File: config.mk
export PLATFORM = sky130hd
export DESIGN_NAME = reg_file_wb_flat
export DESIGN_NICKNAME = d
export VERILOG_FILES = /design/src/rtl/reg_file_wb_if.sv /design/src/rtl/reg_file_wb.sv /design/src/flat_wrapper.sv
export SDC_FILE = /design/constraint.sdc
export NUM_CORES = 2
export LEC_CHECK = 0
export BUFFER_PORTS_ARGS = -buffer_cell sky130_fd_sc_hd__buf_2
export CORE_MARGIN = 2
export CORE_UTILIZATION = 28
export DETAILED_ROUTE_END_ITERATION = 7
export PLACE_DENSITY = 0.5
export SYNTH_ARGS = -nofsm -noshare
export SYNTH_HDL_FRONTEND = slang
export SYNTH_SLANG_ARGS = --single-unit
File: constraint.sdc
create_clock -name clk -period 10.6 [get_ports clk]
set_input_delay 0.53 -clock clk [delete_from_list [all_inputs] [get_ports clk]]
set_output_delay 0.53 -clock clk [all_outputs]
set_load 0.03 [all_outputs]
File: src/rtl/reg_file_wb_if.sv
// reg_file_wb_if: bus bundle for the write-back register file.
//   regwrite  : write enable from the WB stage
//   wr_addr   : destination register index
//   wr_data   : write-back data
//   rd_addr1/2: read port indices (rs / rt)
//   rd_data1/2: combinational read data
//   wr_count  : committed-write counter, saturating at 255
// master drives the write/read requests; slave is the register file.
interface reg_file_wb_if #(
  parameter int DATA_W = 32,
  parameter int ADDR_W = 5
);
  logic              regwrite;
  logic [ADDR_W-1:0] wr_addr;
  logic [DATA_W-1:0] wr_data;
  logic [ADDR_W-1:0] rd_addr1;
  logic [ADDR_W-1:0] rd_addr2;
  logic [DATA_W-1:0] rd_data1;
  logic [DATA_W-1:0] rd_data2;
  logic [7:0]        wr_count;

  modport master (
    output regwrite, wr_addr, wr_data, rd_addr1, rd_addr2,
    input  rd_data1, rd_data2, wr_count
  );

  modport slave (
    input  regwrite, wr_addr, wr_data, rd_addr1, rd_addr2,
    output rd_data1, rd_data2, wr_count
  );
endinterface

File: src/rtl/reg_file_wb.sv
// reg_file_wb: 32-entry register file at the write-back end of the pipeline.
// Stores write-back data on the rising clock edge and serves two combinational
// read ports to the ID stage. Register 0 always reads as zero.
//
// Ports:
//   clk : system clock, all state updates on the rising edge
//   rst : synchronous active-high reset (clears registers and wr_count)
//   bus : reg_file_wb_if.slave (write port, two read ports, wr_count)
//
// Optional feature macro: REGFILE_BYPASS_EN
//   Defined   : a read of the address being written this cycle returns
//               wr_data combinationally (write-before-read).
//   Undefined : reads return the stored value; new data is visible after
//               the clock edge.
module reg_file_wb #(
  parameter int DATA_W = 32,
  parameter int ADDR_W = 5
) (
  input  logic          clk,
  input  logic          rst,
  reg_file_wb_if.slave  bus
);

  localparam int DEPTH = 2 ** ADDR_W;

  logic [DATA_W-1:0] regs [DEPTH];
  logic [7:0]        count;
  logic              addr_known;
  logic              wr_accept;

  // Known-value guard: a write address carrying X/Z bits must not select any
  // entry. Reduces to constant true in hardware, where X does not exist.
  always_comb begin
    addr_known = 1'b0;
    if (((^bus.wr_addr) === 1'b0) || ((^bus.wr_addr) === 1'b1))
      addr_known = 1'b1;
  end

  // A write commits only with a definitely-high enable, a known nonzero
  // address and no reset on the same edge.
  always_comb begin
    wr_accept = 1'b0;
    if ((bus.regwrite === 1'b1) && addr_known && !rst &&
        (bus.wr_addr != '0))
      wr_accept = 1'b1;
  end

  always_ff @(posedge clk) begin
    if (rst) begin
      for (int i = 0; i < DEPTH; i++)
        regs[i] <= '0;
      count <= '0;
    end else if (wr_accept) begin
      regs[bus.wr_addr] <= bus.wr_data;
      if (count != 8'hFF)
        count <= count + 8'd1;
    end
  end

  // Address 0 is forced to zero on the read side as well, so it reads zero
  // even before the first reset has cleared the array.
  always_comb begin
    bus.rd_data1 = '0;
    if (bus.rd_addr1 != '0) begin
`ifdef REGFILE_BYPASS_EN
      if (wr_accept && (bus.wr_addr == bus.rd_addr1))
        bus.rd_data1 = bus.wr_data;
      else
        bus.rd_data1 = regs[bus.rd_addr1];
`else
      bus.rd_data1 = regs[bus.rd_addr1];
`endif
    end
  end

  always_comb begin
    bus.rd_data2 = '0;
    if (bus.rd_addr2 != '0) begin
`ifdef REGFILE_BYPASS_EN
      if (wr_accept && (bus.wr_addr == bus.rd_addr2))
        bus.rd_data2 = bus.wr_data;
      else
        bus.rd_data2 = regs[bus.rd_addr2];
`else
      bus.rd_data2 = regs[bus.rd_addr2];
`endif
    end
  end

  assign bus.wr_count = count;

endmodule

File: src/flat_wrapper.sv
// flat-port wrapper written by rule: the top's interface ports become plain ports
module reg_file_wb_flat 
#(
  parameter int DATA_W = 32,
  parameter int ADDR_W = 5
)
  (clk, rst, bus_regwrite, bus_wr_addr, bus_wr_data, bus_rd_addr1, bus_rd_addr2, bus_rd_data1, bus_rd_data2, bus_wr_count);
  reg_file_wb_if #(.DATA_W(DATA_W), .ADDR_W(ADDR_W)) bus_i ();
  input  logic clk;
  input  logic rst;
  input wire logic [$bits(bus_i.regwrite)-1:0] bus_regwrite;
  input wire logic [$bits(bus_i.wr_addr)-1:0] bus_wr_addr;
  input wire logic [$bits(bus_i.wr_data)-1:0] bus_wr_data;
  input wire logic [$bits(bus_i.rd_addr1)-1:0] bus_rd_addr1;
  input wire logic [$bits(bus_i.rd_addr2)-1:0] bus_rd_addr2;
  output wire logic [$bits(bus_i.rd_data1)-1:0] bus_rd_data1;
  output wire logic [$bits(bus_i.rd_data2)-1:0] bus_rd_data2;
  output wire logic [$bits(bus_i.wr_count)-1:0] bus_wr_count;
  assign bus_i.regwrite = bus_regwrite;
  assign bus_i.wr_addr = bus_wr_addr;
  assign bus_i.wr_data = bus_wr_data;
  assign bus_i.rd_addr1 = bus_rd_addr1;
  assign bus_i.rd_addr2 = bus_rd_addr2;
  assign bus_rd_data1 = bus_i.rd_data1;
  assign bus_rd_data2 = bus_i.rd_data2;
  assign bus_wr_count = bus_i.wr_count;
  reg_file_wb #(.DATA_W(DATA_W), .ADDR_W(ADDR_W)) u_core (.clk(clk), .rst(rst), .bus(bus_i));
endmodule
# Word-level counts from Yosys, hierarchy flattened
# Memory sizes are Yosys's and may differ from the RTL's.
# Index checks and enable logic that the tools add are counted.
# totals
out_inout_bits	72
memories	1
elab_cells	30
inputBits	50
regBits	8
mem_bits_rw	1024
# memory_table
memory	words	word_bits	rd	rd_clocked_by_memory_dff	write_ports	line	source
u_core.regs	32	32	2	0	32	reg_file_wb.sv:26	logic [DATA_W-1:0] regs [DEPTH];
# op_classes
addsub	1
muxes	12
n_eq_ne	4
n_reduce_logical	11
# op_table
op	count
two-way mux 32 bit	3
OR reduction 32 bit	1
nonzero test 5 bit	3
adder 8 x 1 -> 8 bit, second input constant	1
two-way mux 1 bit	8
!= test 8 bit, second input constant	1
two-way mux 5 bit	1
XOR reduction 5 bit	1
=== test 1 bit, second input constant	3
logical AND 1 bit	3
AND reduction 2 bit	1
logical NOT 1 bit	1
logical OR 1 bit	1

# Logic depth before layout (Yosys ltp)
# logic_depth
depth_word	13
ltp_mapped	7
depth_no_buf	5

# Worst setup path before layout
# No wires, ideal clock.
# synth_timing
kind	input -> register
start	input rst
end	memory u_core.regs[15][0], enable pin
path_stages	5
setup_slack_ns	6.704
t_arrival_ns	3.430
setup_ns	0.466
cell_sequence	buf_2 nor2b_2 nand3_1 buf_2 o21ai_0
# synth_lines
element	line	source
from (decl)	flat_wrapper.sv:10	input logic rst;
to (decl)	reg_file_wb.sv:26	

# Final worst setup path
# layout_timing
start	input bus_rd_addr2[2]
end	output bus_rd_data2[10]
# layout_between
elab_chain_len	2
# layout_lines
element	line	source
from (decl)	flat_wrapper.sv:15	input wire logic [$bits(bus_i.rd_addr2)-1:0] bus_rd_addr2;
memory (32 x 32 bit) or nonzero test 5 bit (tied branches)	-	
two-way mux 32 bit (*)	reg_file_wb.sv:78	if (bus.rd_addr2 != '0) begin
to (decl)	flat_wrapper.sv:17	output wire logic [$bits(bus_i.rd_data2)-1:0] bus_rd_data2;
# Every way passes the cells marked *; elsewhere a longest branch is shown, timed or not.

==> flow_summary_export.csv <==
group,metric,value,unit
placement,numPlacedInstances,6174,
yosys,ys_seq_area_share,55.9,%
yosys,syn_avg_cell_area,15.1,µm²
layout,final_common_cell,"edfxtp_1",
route,viasPerCell,5.49,
job,drv_cap,0,
worst_setup_path,cp_max_fo,60,
hold_path,hp-class,"primary input to flop",
timing,min_period_over_period,47.2,%
timing,max_freq,200,MHz
yosys,synth_edf_count,1024,
global_route,first_global_vias,35200,
worst_setup_path,cp_cell_sequence,"buf_8, buf_4, buf_4, mux2i_1, a221oi_1, o21ai_1, a311oi_1, buf_2",
clock_network,cts.clk_slew.worst_paths,0.06,ns
clock_network,cts_root_buffer,"clkbuf_16",
timing,slew_headroom,13.3,%
layout,layout_common_cells,"edfxtp_1, and2_1, mux4_2",
hold_path,min-delay-start,"rst",
global_route,grt_max_degree,125,
power_and_ir_drop,clkPwrFrac,39.8,%
clock_network,numCtsBuffers,114,
worst_setup_path,r2r_cells,5,
placement,pre_cts_ws,5.64,ns
worst_setup_path,crit_buf_inv,4,
route,first_iter_violations,4425,
power_and_ir_drop,pwr-share-comb,12.6,%
worst_setup_path,timing.rr.start,"u_core.bus.wr_count[0]",
clock_network,cts_tree,"built",
hold_path,hold_path_end,"u_core.regs[0][1]",
route,wl_met1,89900,µm
worst_setup_path,critPathTopFamily,"buffers and inverters",
worst_setup_path,endpoint_kind,"primary output",
clock_network,clkLatencyLatePin,0.73,ns
timing,report.final.setup_viol,0,
yosys,synth_seq_cells,1032,
yosys,yosysWarnings,0,
worst_setup_path,crit_slowest_cell,"a311oi_1",
layout,final_cells,6399,
worst_setup_path,rr_endpoint,"u_core.bus.wr_count[5]",
worst_setup_path,cp_data_arrival_time,4.47,ns
floorplan,io_pins,122,
worst_setup_path,r2r_slack,8.53,ns
placement,dp_hpwl,125000,µm
yosys,synth.distinct_cells,55,
clock_network,cts_resized,0,
route,drt-total-wl,217000,µm
timing,rsz0062_at_grt,"false",
global_route,grt_antenna_before_repair,21,
route,wl_per_cell,33.9,µm
worst_setup_path,cp_common_cell,"buf_4",
layout,drive_above_1_share,26.3,%
worst_setup_path,worstPathRequired,10.07,ns
layout,final_net_count,3701,
floorplan,coreArea,0.197,mm²
timing,hold_violations,0,
power_and_ir_drop,power_leakage,20.7,nW
layout,final.fill_count,19100,
power_and_ir_drop,peakVddDrop,0.138,mV
timing,drv_slew,0,
clock_network,cts.sinks,1032,
route,vias,35100,
yosys,synth_area,0.0553,mm²
yosys,async_flop_share,0,%
placement,portBuffers,121,
power_and_ir_drop,switching_share,26.4,%
route,first_pass_iters,5,
power_and_ir_drop,p_per_area,162,mW/mm²
timing,fin_skew,0.00187,ns
power_and_ir_drop,p_sw,2.67,mW
clock_network,clockBufferDepth,3,
floorplan,dieArea,0.201,mm²
floorplan,num_rows,163,
timing,worstMarginPinSlew,1.29,ns
floorplan,die_w,449,µm
timing,period_needed,5.00,ns
power_and_ir_drop,internal_power,7.46,mW
route,ant_nets,0,
timing,fin_tns_setup,0,ns
clock_network,ctsHoldBuffers,0,
placement,place_congestion,0.807,
layout,synthToLayoutAreaGrowth,12.8,%
worst_setup_path,cp-start-kind,"primary input",
yosys,synth_ff_type,"edfxtp_1",
clock_network,cts_setup_buffers,0,
floorplan,fp.dieH,449,µm
run_status,status,"completed",
timing,fin_ws,5.60,ns
global_route,grtUsageTotal,21.1,%
route,top_layer,"met5",
clock_network,h-tree-depth,3,
floorplan,initial_utilization,28.1,%
route,wl_met2,104000,µm
worst_setup_path,crit_path_max_incr_delay,0.85,ns
worst_setup_path,crit_type,"primary input to primary output",
yosys,synthCells,3674,
global_route,grt_pass1_wl,297000,µm
global_route,grt_overflow,0,
power_and_ir_drop,p_seq_share,47.6,%
route,route.met3.wl,15700,µm
route,drc_errors,0,
hold_path,whs_path_depth,1,
Yosys cell counts, types with 15 or more instances:
| cell | n | area share, % |
|---|---|---|
| mux2_2 | 64 | 1.3 |
| edfxtp_1 | 1024 | 56 |
| and2_1 | 995 | 11 |
| nor2_1 | 26 | 0.18 |
| a22oi_1 | 64 | 0.87 |
| o2111ai_1 | 15 | 0.24 |
| nor2b_1 | 66 | 0.75 |
| o21ai_1 | 95 | 0.86 |
| buf_4 | 46 | 0.62 |
| buf_2 | 73 | 0.66 |
| nand2_1 | 39 | 0.26 |
| o21ai_0 | 40 | 0.36 |
| a311oi_1 | 65 | 1.0 |
| mux4_2 | 448 | 18 |
| clkbuf_1 | 243 | 1.6 |
| mux2i_1 | 128 | 2.3 |
| buf_6 | 39 | 0.79 |
| a221oi_1 | 49 | 0.78 |
| a211oi_1 | 64 | 0.87 |
metrics by stage:
stage | utilization, % | hold slack, ns | area (µm²) | power [mW]
floorplan | - | 0.633 | 55400 | 5.67
global placement | 29.8 | 0.510 | 58700 | 6.18
detailed placement | 29.8 | 0.516 | 58700 | 6.19
CTS | 31.7 | 0.278 | 62400 | 10.2
global route | 31.7 | 0.278 | 62400 | 10.4
finish | 31.7 | 0.306 | 62400 | 10.1
power by group through the flow:
stage,clock network (mW),logic (mW),registers (mW)
2_1_floorplan,0,0.806,4.87
3_3_place_gp,0,1.29,4.89
3_5_place_dp,0,1.29,4.90
4_1_cts,4.08,1.29,4.82
5_1_grt,4.23,1.33,4.84
6_report,4.03,1.28,4.82
registers in the layout, indices dropped and copies added (netlist names):
register,cells
u_core.regs,1024
u_core.bus.wr_count,8
area by class of cell:
class	instances	area (µm²)	area share (%)
multi-input cells	2261	22900	36.7
repair buffers	235	1550	2.49
well taps	2640	3300	5.30
flip-flops and latches	1032	30900	49.5
clock buffers	145	3040	4.88
diodes	12	30.0	0.0481
inverters	6	27.5	0.0441
clock inverters	68	621	0.995
kinds of logic (layout without fill, tap and decap cells):
family | after synthesis | in the layout | synth area share, %
and+or+nand+nor | 1181 | 1181 | 13.2
other | 1 | 44 | 0.00678
AOI/OAI and AO/OA | 407 | 407 | 5.23
adders and majority gates | 1 | 1 | 0.0226
DFF | 1032 | 1032 | 55.9
muxes | 640 | 640 | 21.9
buffers and inverters | 412 | 454 | 3.85
metal layers:
metal	track usage (%)	up-vias
li1	-	14200
met2	34.5	1740
met1	28.4	18900
met5	0	-
met3	3.61	354
met4	6.79	2
how the worst max path moves through the flow:
stage	endpoint	slack [ns]	cells after the start	startpoint
2_1_floorplan	u_core.regs[15][0]	6.70	5	rst
3_3_place_gp	bus_rd_data2[16]	5.57	8	bus_rd_addr2[1]
3_5_place_dp	bus_rd_data2[16]	5.64	8	bus_rd_addr2[1]
4_1_cts	bus_rd_data2[6]	5.64	8	bus_rd_addr2[2]
5_1_grt	bus_rd_data2[6]	5.50	8	bus_rd_addr2[2]
6_report	bus_rd_data2[10]	5.60	8	bus_rd_addr2[2]
worst register-to-register path: stages, from the launching register on:
cell     delay [ns]
dfxtp_1        0.41
ha_1           0.23
nand3_1        0.19
o31ai_1        0.83
or4_1          0.21
a21oi_1        0.06
(Power assumes the default switching activity.)
